[src/rtl/mem_lsu.sv]
// mem_lsu: MEM-stage load/store unit.
// Drives a valid/ready data-memory transaction, stalls the pipeline while the
// access is in flight, lane-aligns store data and extends load data.
module mem_lsu #(
  parameter int DATA_WIDTH      = 32,
  parameter int DATA_ADDR_WIDTH = 32
) (
  input  logic                       clk,
  input  logic                       rst,
  input  logic                       valid_MEM,
  input  logic                       mem_write_MEM,
  input  logic [1:0]                 result_sel_MEM,
  input  logic [DATA_ADDR_WIDTH-1:0] alu_res_MEM,
  input  logic [DATA_WIDTH-1:0]      write_data_MEM,
  input  logic [2:0]                 funct3_MEM,
  output logic                       dmem_req,
  output logic                       dmem_we,
  output logic [DATA_ADDR_WIDTH-1:0] dmem_addr,
  output logic [DATA_WIDTH-1:0]      dmem_wdata,
  output logic [3:0]                 dmem_wstrb,
  input  logic                       dmem_ready,
  input  logic                       dmem_rvalid,
  input  logic [DATA_WIDTH-1:0]      dmem_rdata,
  output logic [DATA_WIDTH-1:0]      read_data_MEM,
  output logic                       stall_MEM,
  output logic                       misalign_MEM
);

  typedef enum logic [1:0] {
    S_IDLE,
    S_WAIT,
    S_DONE
  } state_t;

  state_t                  state;
  logic [1:0]              lat_off;
  logic [2:0]              lat_funct3;

  logic                    is_store;
  logic                    is_load;
  logic                    access;
  logic                    misaligned;
  logic                    issue;
  logic [DATA_WIDTH-1:0]   shifted;
  logic [DATA_WIDTH-1:0]   load_ext;

  // Decode the MEM-stage op; a store flag wins when both store and load are set.
  always_comb begin
    is_store = mem_write_MEM;
    is_load  = ~mem_write_MEM & (result_sel_MEM == 2'b01);
    access   = valid_MEM & (is_store | is_load);
    case (funct3_MEM[1:0])
      2'b01:   misaligned = alu_res_MEM[0];
      2'b10:   misaligned = (alu_res_MEM[1:0] != 2'b00);
      default: misaligned = 1'b0;
    endcase
    misalign_MEM = access & misaligned;
    issue        = (state == S_IDLE) & access & ~misaligned & ~rst;
    stall_MEM    = issue | ((state == S_WAIT) & ~rst);
  end

  // Request outputs are only non-zero while a request is actually being offered.
  always_comb begin
    dmem_req   = issue;
    dmem_we    = 1'b0;
    dmem_addr  = '0;
    dmem_wdata = '0;
    dmem_wstrb = 4'b0000;
    if (issue) begin
      dmem_we   = is_store;
      dmem_addr = {alu_res_MEM[DATA_ADDR_WIDTH-1:2], 2'b00};
      if (is_store) begin
        case (funct3_MEM[1:0])
          2'b00: begin
            dmem_wstrb = 4'b0001 << alu_res_MEM[1:0];
            dmem_wdata = {4{write_data_MEM[7:0]}};
          end
          2'b01: begin
            dmem_wstrb = 4'b0011 << alu_res_MEM[1:0];
            dmem_wdata = {2{write_data_MEM[15:0]}};
          end
          default: begin
            dmem_wstrb = 4'b1111;
            dmem_wdata = write_data_MEM;
          end
        endcase
      end
    end
  end

  // Extract the addressed byte/halfword using the op latched at acceptance.
  always_comb begin
    shifted = dmem_rdata >> {lat_off, 3'b000};
    case (lat_funct3)
      3'b000:  load_ext = {{(DATA_WIDTH-8){shifted[7]}}, shifted[7:0]};
      3'b001:  load_ext = {{(DATA_WIDTH-16){shifted[15]}}, shifted[15:0]};
      3'b100:  load_ext = {{(DATA_WIDTH-8){1'b0}}, shifted[7:0]};
      3'b101:  load_ext = {{(DATA_WIDTH-16){1'b0}}, shifted[15:0]};
      default: load_ext = dmem_rdata;
    endcase
  end

  // Transaction FSM: accept in IDLE, wait for load data, then release for one cycle.
  always_ff @(posedge clk) begin
    if (rst) begin
      state         <= S_IDLE;
      lat_off       <= 2'b00;
      lat_funct3    <= 3'b000;
      read_data_MEM <= '0;
    end else begin
      case (state)
        S_IDLE: begin
          if (issue && dmem_ready) begin
            lat_off    <= alu_res_MEM[1:0];
            lat_funct3 <= funct3_MEM;
            state      <= is_store ? S_DONE : S_WAIT;
          end
        end
        S_WAIT: begin
          if (dmem_rvalid) begin
            read_data_MEM <= load_ext;
            state         <= S_DONE;
          end
        end
        default: begin
          state <= S_IDLE;
        end
      endcase
    end
  end

endmodule

[config.mk]
export PLATFORM = sky130hd
export DESIGN_NAME = mem_lsu
export DESIGN_NICKNAME = d
export VERILOG_FILES = /design/src/rtl/mem_lsu.sv
export SDC_FILE = /design/constraint.sdc
export NUM_CORES = 1
export LEC_CHECK = 0
export CAP_MARGIN = 5
export CORE_MARGIN = 2
export CORE_UTILIZATION = 31
export DETAILED_ROUTE_END_ITERATION = 8
export PLACE_DENSITY = 0.85
export SETUP_SLACK_MARGIN = 0.2
export SLEW_MARGIN = 5
export SYNTH_ARGS = -nofsm -noshare
export SYNTH_HDL_FRONTEND = slang
export SYNTH_SLANG_ARGS = --single-unit
[constraint.sdc]
create_clock -name clk -period 3 [get_ports clk]
set_input_delay 0.75 -clock clk [delete_from_list [all_inputs] [get_ports clk]]
set_output_delay 0.75 -clock clk [all_outputs]
set_load 0.02 [all_outputs]
==> summary.txt <==
Run status
  • Outcome: complete, but fails checks
  • Failing checks: setup timing

Routing
  • Vias: 3990
  • DRC Markers: 0
  • Remaining antenna violation count: 0
  • DR pass1 iterations: 7
  • WL/cell: 18.5 um
  • Via density: 5.31
  • Initial DRC count: 207
  • WL final: 13900 um

Clock tree
  • Num CTS Buffers: 5
  • Clock root buffer: clkbuf_8
  • Hold-fix buffer count after cts: 0
  • CTS clk-pin slew, worst paths: 0.07 ns
  • CTS tree: done
  • Max Buffers Root-to-Sink: 2
  • Clock sink count: 39
  • Worst skew pair latency: 0.28 ns
  • Max H-tree Level: 2

Worst setup path
  • Required time worst endpoint: 2.25 ns
  • Highest cell delay on the worst timing path: 0.28 ns
  • CP max stage cell: and3_4
  • Peak fanout along the critical path: 6
  • Setup CP Type: in -> out
  • Worst EP arrival: 2.30 ns
  • Critical-path cell list: buf_6 -> buf_6 -> ha_4 -> o211ai_1 -> and3_4 -> nand3_4 -> buf_12 -> buf_12 -> a21oi_4 -> buf_6
  • CP bufs+invs: 5
  • Critical path's most frequent cell: buf_6
  • CP top delay family: buffers and inverters
  • Startpoint Class: input pin
  • Crit end category: output pin

Placed design
  • RePlAce Congestion: 0.837
  • HPWL after DPL: 9810 um
  • Placed cell areas: 5610 um2
  • Port Buffers: 208
  • DP Cell Count: 729

Pwr
  • Lkg Pwr: 2.36 nW
  • Power per Cell Area: 261 nW/um2
  • Pwr Total: 0.00161 W
  • Worst vdd rail ir drop: 163 uV

GRT
  • First-pass GRT wire length: 19600 um
  • Total Routing Usage GR: 24.2%
  • Total grt overflow: 0
  • Number of global-route vias before repair: 3881
  • Antenna violations before repair: 0
  • Largest net degree at the start of global routing: 42

Logic synthesis
  • Syn Std Cell Area: 2940 um2
  • Syn avg cell area: 7.45 um2
  • Yosys warns: 0
  • Seq/Total Area, Yosys: 26.5%
  • Predominant post-synthesis flop cell: dfxtp_1
  • Yosys top cell by area: dfxtp_1
  • Most frequent cell after synthesis: a21oi_1
  • Commonest cells post-synth: a21oi_1, nor2_1, dfxtp_1
  • Asr flop ratio synth: 0%
  • Largest cells by area after synthesis: dfxtp_1, a21oi_1, and3_1
  • #FFs+latches synth: 39
  • Top-area cell type share of the netlist area: 26.5%
  • EDFF count, synth: 0
  • Post-Syn Instances: 395
  • Synth cell types: 48

Floorplan
  • Die width: 101 um
  • Chip height: 101 um
  • Total die area: 10300 um2
  • Core area: 9240 um2
  • Cell row count: 35
  • # IOs: 211
  • Initial core utilization: 31.9%

STA
  • Final Setup Violations: 17
  • Slew Viols, Final: 0
  • Slew @ Worst Pin: 0.756 ns
  • Slack of the critical path: -0.0491 ns
  • Final min period: 3.05 ns
  • Fmax: 0.328 GHz
  • Skew final: 0.00457 ns
  • Crit share post-route: 102%
  • Rel. slew slack: 49.5%
  • RSZ-0062 raised after global routing: true
  • Final hold vios: 0

Layout
  • Area growth from synthesis to layout: 110%
  • N_diodes: 0
  • Fin area: 6190 um2
  • Fin nets: 733
  • Layout cell share with drive strength beyond 1: 36.3%
  • Final cell count without fillers: 752

Min path
  • Hold Crit Class: reg -> reg

Run
  • Max-cap violations: 0
flip-flops by register name (all words and copies together) (netlist names):
name	flops
lat_funct3	3
read_data_MEM	32
state	2
lat_off	2
metrics by stage:
| step | hold WS (ns) | utilization (%) | setup slack, ns | TNS (ns) |
|---|---|---|---|---|
| final | 0.466 | 67.0 | -0.0491 | -0.304 |
| after floorplan | 0.514 | - | 0.0890 | 0 |
| after CTS | 0.459 | 63.5 | 0.00479 | 0 |
| after global routing | 0.492 | 67.0 | -0.0972 | -1.91 |
| after global placement | 0.440 | 60.7 | -0.878 | -55.75 |
| after detailed placement | 0.448 | 60.7 | -0.938 | -60.21 |
final cells by class:
| cell class | count | area [um2] |
|---|---|---|
| repair buffers | 256 | 2670 |
| multi-input cells | 316 | 2450 |
| flip-flops and latches | 39 | 781 |
| fillers | 710 | 3050 |
| inverters | 4 | 25.0 |
| clock buffers | 8 | 100 |
| well taps | 129 | 161 |
kinds of logic (layout without fill, tap and decap cells):
logic type,after synthesis,in the layout,synth area share [%]
other cells,1,2,0.127
compound gates,117,117,26.6
flops,39,39,26.5
fa+ha+maj,4,4,1.70
simple gates,176,176,32.4
mux,17,17,6.03
buf+inv,41,268,6.67
power by group:
part / switching (W) / internal, W
Combinational: 0.000321 / 0.000368
Clock: 0.000174 / 0.000210
Sequential: 0.0000134 / 0.000529
Total: 0.000508 / 0.00111
placed cells by master, fill, tap and decap left out, types with 9 or more instances in the layout:
| cell type | count |
|---|---|
| buf_6 | 61 |
| mux2i_1 | 13 |
| a211oi_2 | 10 |
| a21oi_4 | 16 |
| dfxtp_1 | 39 |
| nand2_1 | 26 |
| nor2_1 | 38 |
| o21ai_0 | 16 |
| a211oi_1 | 13 |
| nand3b_1 | 9 |
| clkdlybuf4s50_1 | 133 |
| nor2_4 | 9 |
| buf_4 | 44 |
| nand2b_1 | 21 |
| and3_4 | 31 |
| a21oi_1 | 31 |
worst reg2reg max path, stage by stage, from the launching register on:
cell	delay [ns]
dfxtp_1	0.81
mux2i_2	0.41
o21ai_2	0.14
o31ai_4	0.24
buf_4	0.30
a211oi_1	0.14
worst paths after layout:
check / end / startpoint / slack, ns / cells past startpoint
setup / recovery: dmem_wdata[28] / funct3_MEM[0] / -0.05 / 10
hold / removal: read_data_MEM[15] / read_data_MEM[15] / 0.47 / 2
setup reg to reg: read_data_MEM[19] / lat_off[1] / 0.83 / 5
hold reg to reg: read_data_MEM[15] / read_data_MEM[15] / 0.47 / 2
per-layer routing:
layer / routed length [um] / track usage [%] / vias up
li1: - / - / 1867
met1: 5180 / 28.3 / 1891
met2: 7350 / 44.1 / 200
met3: 914 / 3.93 / 32
met4: 467 / 8.94 / 0
met5: 0 / 0 / -
what timing repair did:
| item | in CTS | in global routing |
|---|---|---|
| resized for setup | 365 | 100 |
| setup endpoints to repair | 70 | 70 |
| pin swaps | 6 | 27 |
| cloned | 4 | 1 |
| buffers inserted | 8 | 2 |
No activity file was read; power rests on OpenSTA's default activity.
